==> src/rtl/inst_fetch_buffer.sv <==
// Instruction fetch buffer: fetches one 64-byte line per AXI INCR-8 burst and hands out 32-bit words.
// Redirects inside the buffered line skip the refetch; a redirect during a fetch drains the burst before refetching.
module inst_fetch_buffer #(
    parameter int ID_WIDTH   = 13,
    parameter int ADDR_WIDTH = 64,
    parameter int DATA_WIDTH = 64
) (
    input  logic                  clk,
    input  logic                  reset,
    input  logic [63:0]           entry,
    input  logic                  redirect_valid,
    input  logic [63:0]           redirect_pc,
    output logic [ID_WIDTH-1:0]   m_axi_arid,
    output logic [ADDR_WIDTH-1:0] m_axi_araddr,
    output logic [7:0]            m_axi_arlen,
    output logic [2:0]            m_axi_arsize,
    output logic [1:0]            m_axi_arburst,
    output logic                  m_axi_arlock,
    output logic [3:0]            m_axi_arcache,
    output logic [2:0]            m_axi_arprot,
    output logic                  m_axi_arvalid,
    input  logic                  m_axi_arready,
    input  logic [ID_WIDTH-1:0]   m_axi_rid,
    input  logic [DATA_WIDTH-1:0] m_axi_rdata,
    input  logic [1:0]            m_axi_rresp,
    input  logic                  m_axi_rlast,
    input  logic                  m_axi_rvalid,
    output logic                  m_axi_rready,
    output logic                  inst_valid,
    input  logic                  inst_ready,
    output logic [31:0]           inst,
    output logic [63:0]           inst_pc,
    output logic                  inst_fault
);
    typedef enum logic [1:0] {IDLE, ADDR, DATA, SERVE} state_t;

    state_t      state_q, state_d;
    logic [63:0] pc_q, pc_d;
    logic [63:0] pend_q, pend_d;
    logic        stale_q, stale_d;
    logic        fault_q, fault_d;
    logic [2:0]  cnt_q, cnt_d;
    logic [63:0] line_q [8];
    logic        line_we;
    logic [63:0] target;
    logic [63:0] word;
    logic        same_tag;
    logic        line_done;
    logic        resp_err;
    logic        unused_bits;

    assign target      = {redirect_pc[63:2], 2'b00};
    assign same_tag    = (target[63:6] == pc_q[63:6]);
    assign line_done   = (pc_q[5:2] == 4'hF);
    assign resp_err    = (m_axi_rresp != 2'b00);
    assign unused_bits = ^{m_axi_rid, redirect_pc[1:0]};

    assign m_axi_arid    = '0;
    assign m_axi_arlen   = 8'd7;
    assign m_axi_arsize  = 3'd3;
    assign m_axi_arburst = 2'b01;
    assign m_axi_arlock  = 1'b0;
    assign m_axi_arcache = 4'b0000;
    assign m_axi_arprot  = 3'b110;
    // pc only moves in ADDR via reset, so the address is stable until accepted
    assign m_axi_araddr  = ADDR_WIDTH'({pc_q[63:6], 6'b000000});

    assign m_axi_arvalid = (state_q == ADDR);
    assign m_axi_rready  = (state_q == DATA);
    assign inst_valid    = (state_q == SERVE);

    assign word       = line_q[pc_q[5:3]];
    assign inst       = pc_q[2] ? word[63:32] : word[31:0];
    assign inst_pc    = pc_q;
    assign inst_fault = fault_q;

    always_comb begin
        state_d = state_q;
        pc_d    = pc_q;
        pend_d  = pend_q;
        stale_d = stale_q;
        fault_d = fault_q;
        cnt_d   = cnt_q;
        line_we = 1'b0;
        case (state_q)
            IDLE: begin
                if (redirect_valid) pc_d = target;
                state_d = ADDR;
            end
            ADDR: begin
                if (redirect_valid) begin
                    pend_d  = target;
                    stale_d = 1'b1;
                end
                if (m_axi_arready) begin
                    state_d = DATA;
                    cnt_d   = 3'd0;
                    fault_d = 1'b0;
                end
            end
            DATA: begin
                if (redirect_valid) begin
                    pend_d  = target;
                    stale_d = 1'b1;
                end
                if (m_axi_rvalid) begin
                    line_we = 1'b1;
                    cnt_d   = cnt_q + 3'd1;
                    fault_d = fault_q | resp_err;
                    // a redirect landing on the rlast beat itself also makes this line stale
                    if (m_axi_rlast) begin
                        if (stale_q || redirect_valid) begin
                            pc_d    = redirect_valid ? target : pend_q;
                            stale_d = 1'b0;
                            state_d = ADDR;
                        end else begin
                            state_d = SERVE;
                        end
                    end
                end
            end
            SERVE: begin
                if (redirect_valid) begin
                    pc_d = target;
                    if (!same_tag) state_d = ADDR;
                end else if (inst_ready) begin
                    pc_d = pc_q + 64'd4;
                    if (line_done) state_d = ADDR;
                end
            end
            default: state_d = IDLE;
        endcase
    end

    always_ff @(posedge clk) begin
        if (reset) begin
            state_q <= IDLE;
            pc_q    <= entry;
            pend_q  <= '0;
            stale_q <= 1'b0;
            fault_q <= 1'b0;
            cnt_q   <= 3'd0;
        end else begin
            state_q <= state_d;
            pc_q    <= pc_d;
            pend_q  <= pend_d;
            stale_q <= stale_d;
            fault_q <= fault_d;
            cnt_q   <= cnt_d;
        end
    end

    always_ff @(posedge clk) begin
        if (line_we && !reset) line_q[cnt_q] <= m_axi_rdata[63:0];
    end
endmodule

==> config.mk <==
export PLATFORM = sky130hd
export DESIGN_NAME = inst_fetch_buffer
export DESIGN_NICKNAME = d
export VERILOG_FILES = /design/src/rtl/inst_fetch_buffer.sv
export SDC_FILE = /design/constraint.sdc
export NUM_CORES = 1
export LEC_CHECK = 0
export BUFFER_PORTS_ARGS = -buffer_cell sky130_fd_sc_hd__buf_4
export CORE_UTILIZATION = 40
export CTS_BUF_LIST = sky130_fd_sc_hd__clkbuf_8
export DETAILED_ROUTE_END_ITERATION = 8
export PLACE_DENSITY = 0.57
export SKIP_LAST_GASP = 1
export SLEW_MARGIN = 20
export SYNTH_ARGS = -nofsm -noshare
export SYNTH_HDL_FRONTEND = slang
export SYNTH_SLANG_ARGS = --single-unit
==> constraint.sdc <==
create_clock -name clk -period 9.74 [get_ports clk]
set_clock_uncertainty 0.15 [all_clocks]
set_input_delay 0.974 -clock clk [delete_from_list [all_inputs] [get_ports clk]]
set_output_delay 0.974 -clock clk [all_outputs]
set_load 0.05 [all_outputs]
======== Word-level counts from Yosys, hierarchy flattened ========
Memory sizes are Yosys's and may differ from the RTL's. A register that Yosys moved wholly into a read port is not among the register bits.
Index checks and enable logic that the tools add are counted.
cells by class
  equal/unequal tests ..................... 16
  reduce and logical (&&, ||, !) cells .... 11
  bitwise logic cells ..................... 1
  add/sub/neg operators ................... 2
  mux-type cells .......................... 35
operator list
  kind                   count
  $mux 64                8
  $pmux 64 s3            1
  $add 64x3->64 const B  1
  $eq 58x58->1           1
  $mux 32                1
  $mux 2                 8
  $ne 3x3->1 const B     4
  $reduce_and 6->1       2
  $mux 1                 10
  $mux 3                 3
  $ne 3x2->1 const B     3
  $pmux 2 s4             1
  $pmux 3 s2             1
  $eq 2x2->1 const B     2
  $eq 4x4->1 const B     1
  $ne 2x2->1 const B     2
  $ne 4x3->1 const B     1
  $pmux 1 s2             2
  $reduce_bool 2->1      2
  $reduce_bool 4->1      1
  $add 3x1->3 const B    1
  $reduce_and 3->1       1
  $eq 2x1->1 const B     1
  $logic_not 2->1        1
  other kinds (6)        6
word-level totals
  bits of input ports ..................... 214
  memory bits (writable) .................. 512
  output and inout bits ................... 198
  memories ................................ 1
  logic and storage cells ................. 72
  register bits after elaboration ......... 135
memory list
  name    depth  width  rd ports  clocked after memory_dff  write ports  RTL line  source
  line_q  8      64     1         1                         1            43        logic [63:0] line_q [8];

======== Depth between registers and ports, before layout ========
Gate-level depths: netlist of the first run.
  word-level depth ........................ 7
  mapped depth ............................ 10
  depth with buffers taken out ............ 8

======== Worst setup path after synthesis of the first run ========
Ideal clock, no wire load.
  kind .................................... reg2reg
  from .................................... register state_q[0]
  to ...................................... memory line_q[0][0], enable pin
  period minus slack after synthesis ...... 6945 ps
  data arrival time ....................... 6231 ps
  slack ................................... 2795 ps
  library setup time ...................... 565 ps
  cell stages (with the launch flop) ...... 8
  required time ........................... 9025 ps
  buffers on the path ..................... 2
  cell sequence ........................... dfxtp_1 -> inv_1 -> ha_1 -> clkbuf_1 -> clkbuf_1 -> nand2_1 -> or3_1 -> nor3_1
on the way
  cells in the longest elaborated chain, start to end .. 5
RTL lines
  item                          RTL line  source
  from (decl)                   37        state_t state_q, state_d;
  from (signal assigned)        144       state_q <= state_d;
  $eq 2x2->1                    --
  via m_axi_rready              28        output logic m_axi_rready,
  $mux 1                        85        case (state_q)
  $logic_and 1x1->1             154       if (line_we && !reset) line_q[cnt_q] <= m_axi_rdata[63:0];
  $mux 1                        154
  $mux 1 (not written as such)  154
  to (decl)                     43
The timed path passes the listed nets, and every way through them passes these cells.

==> results.sh, run 1 <==
export IMPL_worstMarginPinSlew_ns=1.09
export IMPL_area_delta_synth_final_pct=18.3
export IMPL_cts_tree="done"
export IMPL_synth_top_area_cell="edfxtp_1"
export IMPL_fmax_mhz=203
export IMPL_clock_sinks=650
export IMPL_std_cell_rows=97
export IMPL_p_switching_mw=2.31
export IMPL_drtIter0Drc=1455
export IMPL_ys_seq_area_share_pct=66.4
export IMPL_port_buffers=356
export IMPL_async_flop_share_pct=0
export IMPL_yosys_warnings=0
export IMPL_leakagePower_nw=11.4
export IMPL_path_buf_inv=2
export IMPL_die_h_um=268
export IMPL_ant_nets=0
export IMPL_cts_hold_buf=0
export IMPL_grt_pass1_wl_um=112000
export IMPL_netlist_area_sq_um=28300
export IMPL_crit_chain="buf_4 > mux4_2 > mux4_2 > buf_4"
export IMPL_maxCapViolCount=0
export IMPL_slowest_stage="dfxtp_4"
export IMPL_setup_viol_count_final=0
export IMPL_dpl_hpwl_um=47500
export IMPL_fin_util_pct=47.8
export IMPL_place_area_sq_um=31400
export IMPL_synthSimpleGateAreaFrac_pct=6.48
export IMPL_io_pins=412
export IMPL_clock_latency_ns=0.71
export IMPL_min_path_type="reg -> reg"
export IMPL_clkPwrFrac_pct=31.8
export IMPL_nets=2340
export IMPL_period_share_pct=50.6
export IMPL_power_density_nw_per_um2=215
export IMPL_yosysMostFrequentCell="edfxtp_1"
export IMPL_first_pass_iters=9
export IMPL_drive_gt1_share_pct=32.1
export IMPL_drcViolationCount=0
export IMPL_synth_area_mux_share_pct=12.9
export IMPL_switching_share_pct=32.0
export IMPL_stdcell_area_sq_um=33500
export IMPL_synth_area_leaders="edfxtp_1 (61%), mux4_2 (13%), dfxtp_1 (5.2%)"
export IMPL_cpLargestDelayFamily="buffers and inverters"
export IMPL_htreeDepth=3
export IMPL_grt_max_degree=103
export IMPL_die_w_um=268
export IMPL_synth_top_area_share_pct=61.2
export IMPL_crit_path_end_kind="output port"
export IMPL_synthAdderAreaFrac_pct=0.310
export IMPL_grt_usage_pct=21.1
export IMPL_n_fill_cell=6053
export IMPL_viasPerCell=5.51
export IMPL_critPathMaxFanout=68
export IMPL_crit_arrival_ns=3.81
export IMPL_synth_xor_area_share_pct=2.45
export IMPL_finalCriticalPeriod_ns=4.93
export IMPL_synth_ff_type="edfxtp_1"
export IMPL_ys_types=63
export IMPL_cts_buffers=107
export IMPL_clk_path_buf_depth=3
export IMPL_clk_pin_slew_ns=0.05
export IMPL_hold_viol=0
export IMPL_cp_required_ns=8.62
export IMPL_outcome="finished, final reports clean"
export IMPL_critical_path_class="reg -> out"
export IMPL_tns_ns=0
export IMPL_start_util_pct=40.4
export IMPL_vias=17369
export IMPL_slew_headroom_pct=27.4
export IMPL_combPwrFrac_pct=22.3
export IMPL_grt_antenna_before_repair=6
export IMPL_power_frac_seq_pct=45.9
export IMPL_peakVddDrop_mv=0.121
export IMPL_grt_pass1_vias=17523
export IMPL_intPower_mw=4.90
export IMPL_wl_um=76800
export IMPL_rsz0062_at_grt="no"
export IMPL_ys_seq_elements=650
export IMPL_drv_slew=0
export IMPL_cts_root_buf="clkbuf_8"
export IMPL_synthCells=1798
export IMPL_fp_coreArea_sq_um=70000
export IMPL_synth_top_family_by_area="multiplexers"
export IMPL_routabilityCongestion=0.891
export IMPL_cts_resized=0
export IMPL_gr_total_overflow=0
export IMPL_synthTopCellsByCount="edfxtp_1 (576), nand2_1 (189), mux4_2 (160)"
export IMPL_wl_per_cell_um=24.4
export IMPL_die_area_sq_um=71800
export IMPL_synth_compound_area_share_pct=7.02
export IMPL_synth_edf_count=576
export IMPL_post_cts_setup_buffers=0
export IMPL_max_stage_delay_ns=0.92
export IMPL_cp_start_kind="register"
export IMPL_post_synth_cell_area_avg_sq_um=15.7
-- kinds of logic (layout without fill, tap and decap cells) --
family / count (synthesis) / count (layout)
AOI/OAI and AO/OA: 286 / 286
xor gates and xnor gates: 79 / 79
adders and majority gates: 7 / 7
buffers and inverters: 230 / 603
DFF: 650 / 650
muxes: 165 / 165
other: 2 / 43
and+or+nand+nor: 379 / 379
-- worst reg2reg max path: stages, from the launching register on --
cell and delay [ns]:
dfxtp_1 0.34, inv_1 0.11, ha_1 0.68, nand4_1 0.58, nor2_4 0.92, buf_4 0.73
-- stage by stage --
stage	hold slack [ns]	total power, mW	cells	setup WS [ns]
3_3_place_gp	0.291	4.97	2950	5.43
3_5_place_dp	0.295	4.98	2950	5.46
5_1_grt	0.294	7.49	3151	4.61
4_1_cts	0.264	7.30	3149	4.67
6_report	0.304	7.21	3152	4.81
2_1_floorplan	0.286	4.48	1836	2.79
-- final cells by class --
cell class	count	area [sq um]	area share [%]
clock buffer	111	1530	4.57
tap	940	1180	3.52
inverter	25	93.8	0.281
antenna	3	7.51	0.0224
multi-input combinational	956	8490	25.4
timing repair buffer	379	2860	8.54
sequential	650	18800	56.2
clock inverter	88	517	1.54
-- metal layers --
layer	part of all wire [%]	up-vias	global-route usage (%)
met5	0.073	-	0
met1	38	8819	25.3
met3	7.7	164	4.96
li1	-	7651	-
met4	4.0	8	9.58
met2	50	727	36.0
-- registers in the layout, indices dropped and copies added (netlist names), named ones only --
signal      count
cnt_q           3
state_q         2
inst_fault      1
line_q        512
inst_pc        64
pend_q         64
stale_q         1
-- final timing paths --
kind / from / slack [ns] / endpoint / depth (start not counted)
worst max-delay path: register / 4.81 / inst[4] / 4
worst min-delay path: pend_q[2] / 0.30 / pend_q[2] / 2
worst max register to register: state_q[0] / 5.81 / line_q[5][8] / 5
worst min register to register: pend_q[2] / 0.30 / pend_q[2] / 2
-- cells in the final DEF (no fill, tap or decap), types with 38 or more instances in the layout --
master,count
edfxtp_1,576
mux4_2,160
nand2_1,188
dfxtp_1,71
clkbuf_8,111
a221oi_1,38
buf_4,378
xnor2_1,40
a21oi_1,84
xor2_1,39
conb_1,40
inv_1,52
-- power by group through the flow --
stage / Combinational (mW) / Clock, mW / Sequential [mW]
2_1_floorplan: 1.06 / 0 / 3.42
5_1_grt: 1.70 / 2.48 / 3.32
4_1_cts: 1.63 / 2.37 / 3.30
6_report: 1.61 / 2.29 / 3.30
3_5_place_dp: 1.62 / 0 / 3.36
3_3_place_gp: 1.62 / 0 / 3.36
Power figures use the tool's default switching activity.
==> run 2: changes to the inputs <==
--- a/config.mk
+++ b/config.mk
@@ -5,11 +5,12 @@
 export SDC_FILE = /design/constraint.sdc
 export NUM_CORES = 1
 export LEC_CHECK = 0
+export ABC_AREA = 1
 export BUFFER_PORTS_ARGS = -buffer_cell sky130_fd_sc_hd__buf_4
 export CORE_UTILIZATION = 40
 export CTS_BUF_LIST = sky130_fd_sc_hd__clkbuf_8
 export DETAILED_ROUTE_END_ITERATION = 8
-export PLACE_DENSITY = 0.57
+export PLACE_DENSITY = 0.59
 export SKIP_LAST_GASP = 1
 export SLEW_MARGIN = 20
 export SYNTH_ARGS = -nofsm -noshare
==> constraint.sdc (replaced) <==
create_clock -name clk -period 4.5 [get_ports clk]
set_clock_uncertainty 0.15 [all_clocks]
set_input_delay 0.45 -clock clk [delete_from_list [all_inputs] [get_ports clk]]
set_output_delay 0.45 -clock clk [all_outputs]
set_load 0.05 [all_outputs]
==> run 2 against run 1 <==
Effect of this change: non-clock buffer count rose by 217; clock-buffer cell count rose by 1; final cell count rose by 45%; synthesized cell count rose by 65%; global-route usage rose by 4.2 points; routed wire length rose by 31%; clock power rose by 110%; critical path type unchanged; highest routed layer unchanged.
==> results.sh, run 2 <==
export IMPL_crit_path_end_kind="output port"
export IMPL_rsz0062_at_grt="no"
export IMPL_r2r_setup_slack_ns=1.15
export IMPL_cts_hold_buf=199
export IMPL_multiInputGateArea_sq_um=9780
export IMPL_io_pins=412
export IMPL_cp_endpoint="inst[7]"
export IMPL_netlist_area_sq_um=30900
export IMPL_post_synth_cell_area_avg_sq_um=10.4
export IMPL_setup_viol_count_final=0
export IMPL_largest_register_ff_count=512
export IMPL_drtIter0Drc=2193
export IMPL_yosysMostFrequentCell="edfxtp_1"
export IMPL_grt_antenna_before_repair=9
export IMPL_cp_start_kind="register"
export IMPL_async_flop_share_pct=0
export IMPL_finalCriticalPeriod_ns=3.75
export IMPL_ys_seq_elements=650
export IMPL_htreeDepth=3
export IMPL_maxCapViolCount=0
export IMPL_nets=3672
export IMPL_start_util_pct=40.6
export IMPL_power_total_mw=23.0
export IMPL_period_share_pct=83.2
export IMPL_drive_gt1_share_pct=17.0
export IMPL_drv_slew=0
export IMPL_clock_latency_ns=0.71
export IMPL_grt_usage_pct=25.2
export IMPL_worstMarginPinSlew_ns=1.08
export IMPL_timing_rr_end="inst_pc[51]"
export IMPL_ys_types=42
export IMPL_clk_path_buf_depth=3
export IMPL_port_buffers=356
export IMPL_fp_coreArea_sq_um=76100
export IMPL_wl_per_cell_um=22.0
export IMPL_drcViolationCount=0
export IMPL_hold_viol=0
export IMPL_slew_headroom_pct=28.1
export IMPL_grt_pass1_wl_um=148000
export IMPL_cts_root_buf="clkbuf_8"
export IMPL_layout_common_cells="edfxtp_1 (576), nand2_1 (426), buf_4 (385)"
export IMPL_cts_buffers=108
export IMPL_fin_util_pct=50.0
export IMPL_area_delta_synth_final_pct=23.4
export IMPL_grt_pass1_vias=23522
export IMPL_cts_tree="done"
export IMPL_synth_ff_type="edfxtp_1"
export IMPL_std_cell_rows=101
export IMPL_seq_area_sq_um=18800
export IMPL_peakVddDrop_mv=0.713
export IMPL_synth_area_leaders="edfxtp_1 (56%), nand2_1 (5.2%), o21ai_0 (5.2%)"
export IMPL_grt_max_degree=81
export IMPL_synth_top_area_share_pct=56.1
export IMPL_leakagePower_nw=14.8
export IMPL_min_path_type="in -> reg"
export IMPL_die_w_um=280
export IMPL_clock_sinks=650
export IMPL_regMostFlops="line_q"
export IMPL_crit_arrival_ns=3.15
export IMPL_clk_pin_slew_ns=0.05
export IMPL_ys_seq_area_share_pct=60.9
export IMPL_fmax_mhz=267
export IMPL_power_density_nw_per_um2=604
export IMPL_synthTopCellsByCount="edfxtp_1 (576), nand2_1 (427), o21ai_0 (319)"
export IMPL_synth_edf_count=576
export IMPL_critical_path_class="reg -> out"
export IMPL_r2r_cells=10
export IMPL_cp_required_ns=3.90
export IMPL_die_h_um=280
export IMPL_yosys_warnings=0
export IMPL_cts_resized=0
export IMPL_wl_um=101000
export IMPL_post_cts_setup_buffers=0
export IMPL_final_common_cell="edfxtp_1"
export IMPL_vias=24088
export IMPL_synth_top_area_cell="edfxtp_1"
export IMPL_outcome="finished, final reports clean"
export IMPL_dpl_hpwl_um=65600
export IMPL_viasPerCell=5.26
export IMPL_synthCells=2962
export IMPL_routabilityCongestion=0.986
export IMPL_die_area_sq_um=78300
export IMPL_ant_nets=0
export IMPL_critPathMaxFanout=56
export IMPL_n_fill_cell=6936
export IMPL_gr_total_overflow=0
export IMPL_worstReg2RegStart="inst_pc[31]"
export IMPL_first_pass_iters=6
[run 2: cell count changes after synthesis, sizes merged, moves of 45 or more]
cell    change
o21ai     +275
nand2     +248
buf        +45
a21oi     +203
o211ai    +129
inv       +259
mux2i     +126
nor2      +210
mux4      -160
[run 2: worst min-delay path by stage]
stage,start,endpoint,slack (ns),cells past startpoint
after CTS,entry[3],inst_pc[3],0.06,3
final,entry[3],inst_pc[3],0.11,3
after global routing,entry[3],inst_pc[3],0.10,3
after floorplan,pend_q[0],pend_q[0],0.27,2
after global placement,pend_q[1],pend_q[1],0.28,2
after detailed placement,pend_q[1],pend_q[1],0.29,2
[run 2: logic make-up after synthesis]
| kind of cell | count (synthesis) | share of synthesized area [%] |
|---|---|---|
| AO/OA/AOI/OAI | 800 | 14.7 |
| XOR/XNOR | 37 | 1.05 |
| adder cells (fa/ha/maj) | 7 | 0.284 |
| buffers and inverters | 543 | 8.13 |
| flip-flops | 650 | 60.9 |
| multiplexers | 128 | 4.15 |
| other | 2 | 0.0243 |
| AND/OR/NAND/NOR | 795 | 10.8 |
[run 2: critical path, stage by stage, from the launching register on]
cell and delay [ns]:
dfxtp_4 0.68, buf_4 0.68, a21oi_1 0.07, o21ai_0 0.10
o21ai_0 0.10, o211ai_1 0.34, nand2_1 0.16, buf_4 0.22
[run 2: metal layers]
metal | global-route usage, % | vias up | routed length, um
li1 | - | 11281 | -
met1 | 32.9 | 11680 | 42100
met2 | 42.5 | 941 | 48500
met3 | 4.39 | 178 | 6790
met4 | 8.18 | 8 | 3140
met5 | 0 | - | 51
[run 2: area by class of cell]
class	instances	area share, %
diodes	6	0.0394
well taps	1030	3.39
flip-flops and latches	650	49.4
inverters	288	2.86
repair buffers	596	13.5
clock buffers	112	4.05
multi-input cells	1807	25.7
clock inverters	87	1.16
[run 2: where the power goes]
group,internal (mW),switching [mW],leakage [nW]
Clock,2.39,2.42,1.16
Combinational,2.94,7.02,7.79
Sequential,7.22,1.00,5.85
Total,12.5,10.4,14.8
[run 2: per-stage QoR]
stage	worst slack [ns]	hold WS (ns)	instance area [sq um]	TNS [ns]	instances
final	0.755	0.108	38100	0	4576
after floorplan	-0.638	0.269	31000	-326.82	3000
after CTS	0.728	0.0573	38000	0	4570
after global placement	1.52	0.282	34100	0	4172
after global routing	0.618	0.102	38100	0	4574
after detailed placement	1.52	0.287	34100	0	4172
==> run 3: changes to the inputs <==
==> constraint.sdc (replaced) <==
create_clock -name clk -period 3.3 [get_ports clk]
set_clock_uncertainty 0.15 [all_clocks]
set_input_delay 0.33 -clock clk [delete_from_list [all_inputs] [get_ports clk]]
set_output_delay 0.33 -clock clk [all_outputs]
set_load 0.05 [all_outputs]
==> run 3 against run 2 <==
Effect of this change: flip-flop and latch count unchanged; final area grew 2.3%; worst hold slack worse by 0.028 ns; clock-buffer cell count is 1 higher; largest power group unchanged.
==> results.sh, run 3 (same netlist as run 2, synthesis figures left out) <==
export IMPL_outcome="finished, final reports clean"
export IMPL_worst_slack_ns=0.0810
export IMPL_routabilityCongestion=1.00
export IMPL_grt_usage_pct=26.1
export IMPL_port_buffers=356
export IMPL_crit_path_end_kind="register"
export IMPL_cts_tree="done"
export IMPL_clk_pin_slew_ns=0.07
export IMPL_peakVddDrop_mv=0.793
export IMPL_setup_viol_count_final=0
export IMPL_rsz0062_at_grt="no"
export IMPL_hold_viol=0
export IMPL_grt_use_met3_pct=4.95
export IMPL_wl_um=103000
export IMPL_die_area_sq_um=78300
export IMPL_viasPerCell=5.30
export IMPL_critPathMaxFanout=5
export IMPL_place_ws_ns=0.636
export IMPL_regMostFlops="line_q"
export IMPL_clock_sinks=650
export IMPL_wl_per_cell_um=22.3
export IMPL_io_pins=412
export IMPL_cp_start_kind="register"
export IMPL_grt_pass1_wl_um=153000
export IMPL_start_util_pct=40.6
export IMPL_clk_path_buf_depth=3
export IMPL_die_w_um=280
export IMPL_cts_root_buf="clkbuf_8"
export IMPL_vias=24612
export IMPL_met1_usage_pct=33.4
export IMPL_worstMarginPinSlew_ns=0.885
export IMPL_stdcell_count=4646
export IMPL_period_share_pct=97.5
export IMPL_drive_gt1_share_pct=18.3
export IMPL_grt_most_used_layer="met2"
export IMPL_r2r_setup_slack_ns=0.08
export IMPL_power_total_mw=32.3
export IMPL_dp_cells=4213
export IMPL_final_common_cell="edfxtp_1"
export IMPL_power_density_nw_per_um2=830
export IMPL_cts_buffers=111
export IMPL_fmax_mhz=311
export IMPL_die_h_um=280
export IMPL_dpl_hpwl_um=68700
export IMPL_place_area_sq_um=34600
export IMPL_leakagePower_nw=15.2
export IMPL_cp_required_ns=3.61
export IMPL_slew_headroom_pct=41.0
export IMPL_grt_antenna_before_repair=7
export IMPL_holdWs_ns=0.0803
export IMPL_largest_register_ff_count=512
export IMPL_ant_nets=0
export IMPL_grt_pass1_vias=24124
export IMPL_maxCapViolCount=0
export IMPL_clock_latency_ns=0.74
export IMPL_fp_coreArea_sq_um=76100
export IMPL_area_delta_synth_final_pct=26.2
export IMPL_stdcell_area_sq_um=38900
export IMPL_finalCriticalPeriod_ns=3.22
export IMPL_min_path_type="in -> reg"
export IMPL_htreeDepth=3
export IMPL_grt_util_met2_pct=43.7
export IMPL_grt_max_degree=115
export IMPL_gr_total_overflow=0
export IMPL_drtIter0Drc=2282
export IMPL_drcViolationCount=0
export IMPL_crit_arrival_ns=3.53
export IMPL_critical_path_class="reg -> reg"
export IMPL_std_cell_rows=101
export IMPL_drv_slew=0
export IMPL_nets=3736
export IMPL_layout_common_cells="edfxtp_1 (576), nand2_1 (426), buf_4 (414)"
export IMPL_first_pass_iters=6
## run 3: final timing paths
path / start / end / cells past startpoint
worst min-delay path: redirect_valid / state_q[1] / 6
worst min register to register: pend_q[0] / pend_q[0] / 2
worst max-delay path: inst_pc[2] / inst_pc[44] / 13
worst max register to register: inst_pc[2] / inst_pc[44] / 13
## run 3: power breakdown
| part | switching (mW) | internal [mW] | total [mW] | leakage [nW] |
|---|---|---|---|---|
| clock | 3.42 | 3.42 | 6.84 | 1.24 |
| sequential | 0.961 | 9.84 | 10.8 | 5.85 |
| combinational | 10.2 | 4.44 | 14.7 | 8.16 |
## run 3: what timing repair did
item,CTS,global route
hold buffers,210,0
endpoints found under the hold margin,647,0
setup endpoints to repair,10,11
resized for setup,1,4
pin swaps,0,0
setup buffers,1,8
## run 3: worst max-delay path, cell delays in order (launching register included)
cell           delay, ns
edfxtp_1            0.51
ha_1                0.29
nand3_4             0.14
nor2_4              0.21
nand2_2             0.14
nor2_4              0.15
nand2_2             0.21
nor2_4              0.20
nand2_1             0.08
nand2_1             0.06
nand2_1             0.05
nand2_1             0.11
a21oi_2             0.07
dlygate4sd3_1       0.56
## run 3: cell type report
type	instances	area (sq um)
inverters	288	1090
well taps	1030	1290
repair buffers	657	5850
flip-flops and latches	650	18800
diodes	4	10.0
clock inverters	97	551
multi-input cells	1807	9790
clock buffers	113	1560
fillers	6827	37200
## run 3: routing by layer
| metal | part of all wire, % | vias to the layer above |
|---|---|---|
| met5 | 0.046 | - |
| met4 | 3.5 | 8 |
| met3 | 7.3 | 194 |
| met2 | 48 | 1017 |
| met1 | 41 | 11956 |
| li1 | - | 11437 |
## run 3: stage by stage
| step | setup TNS [ns] | utilization, % |
|---|---|---|
| after floorplan | 0 | - |
| after global placement | 0 | 45.5 |
| after detailed placement | 0 | 45.5 |
| after CTS | -0.0319 | 51.0 |
| after global routing | 0 | 51.2 |
| final | 0 | 51.2 |
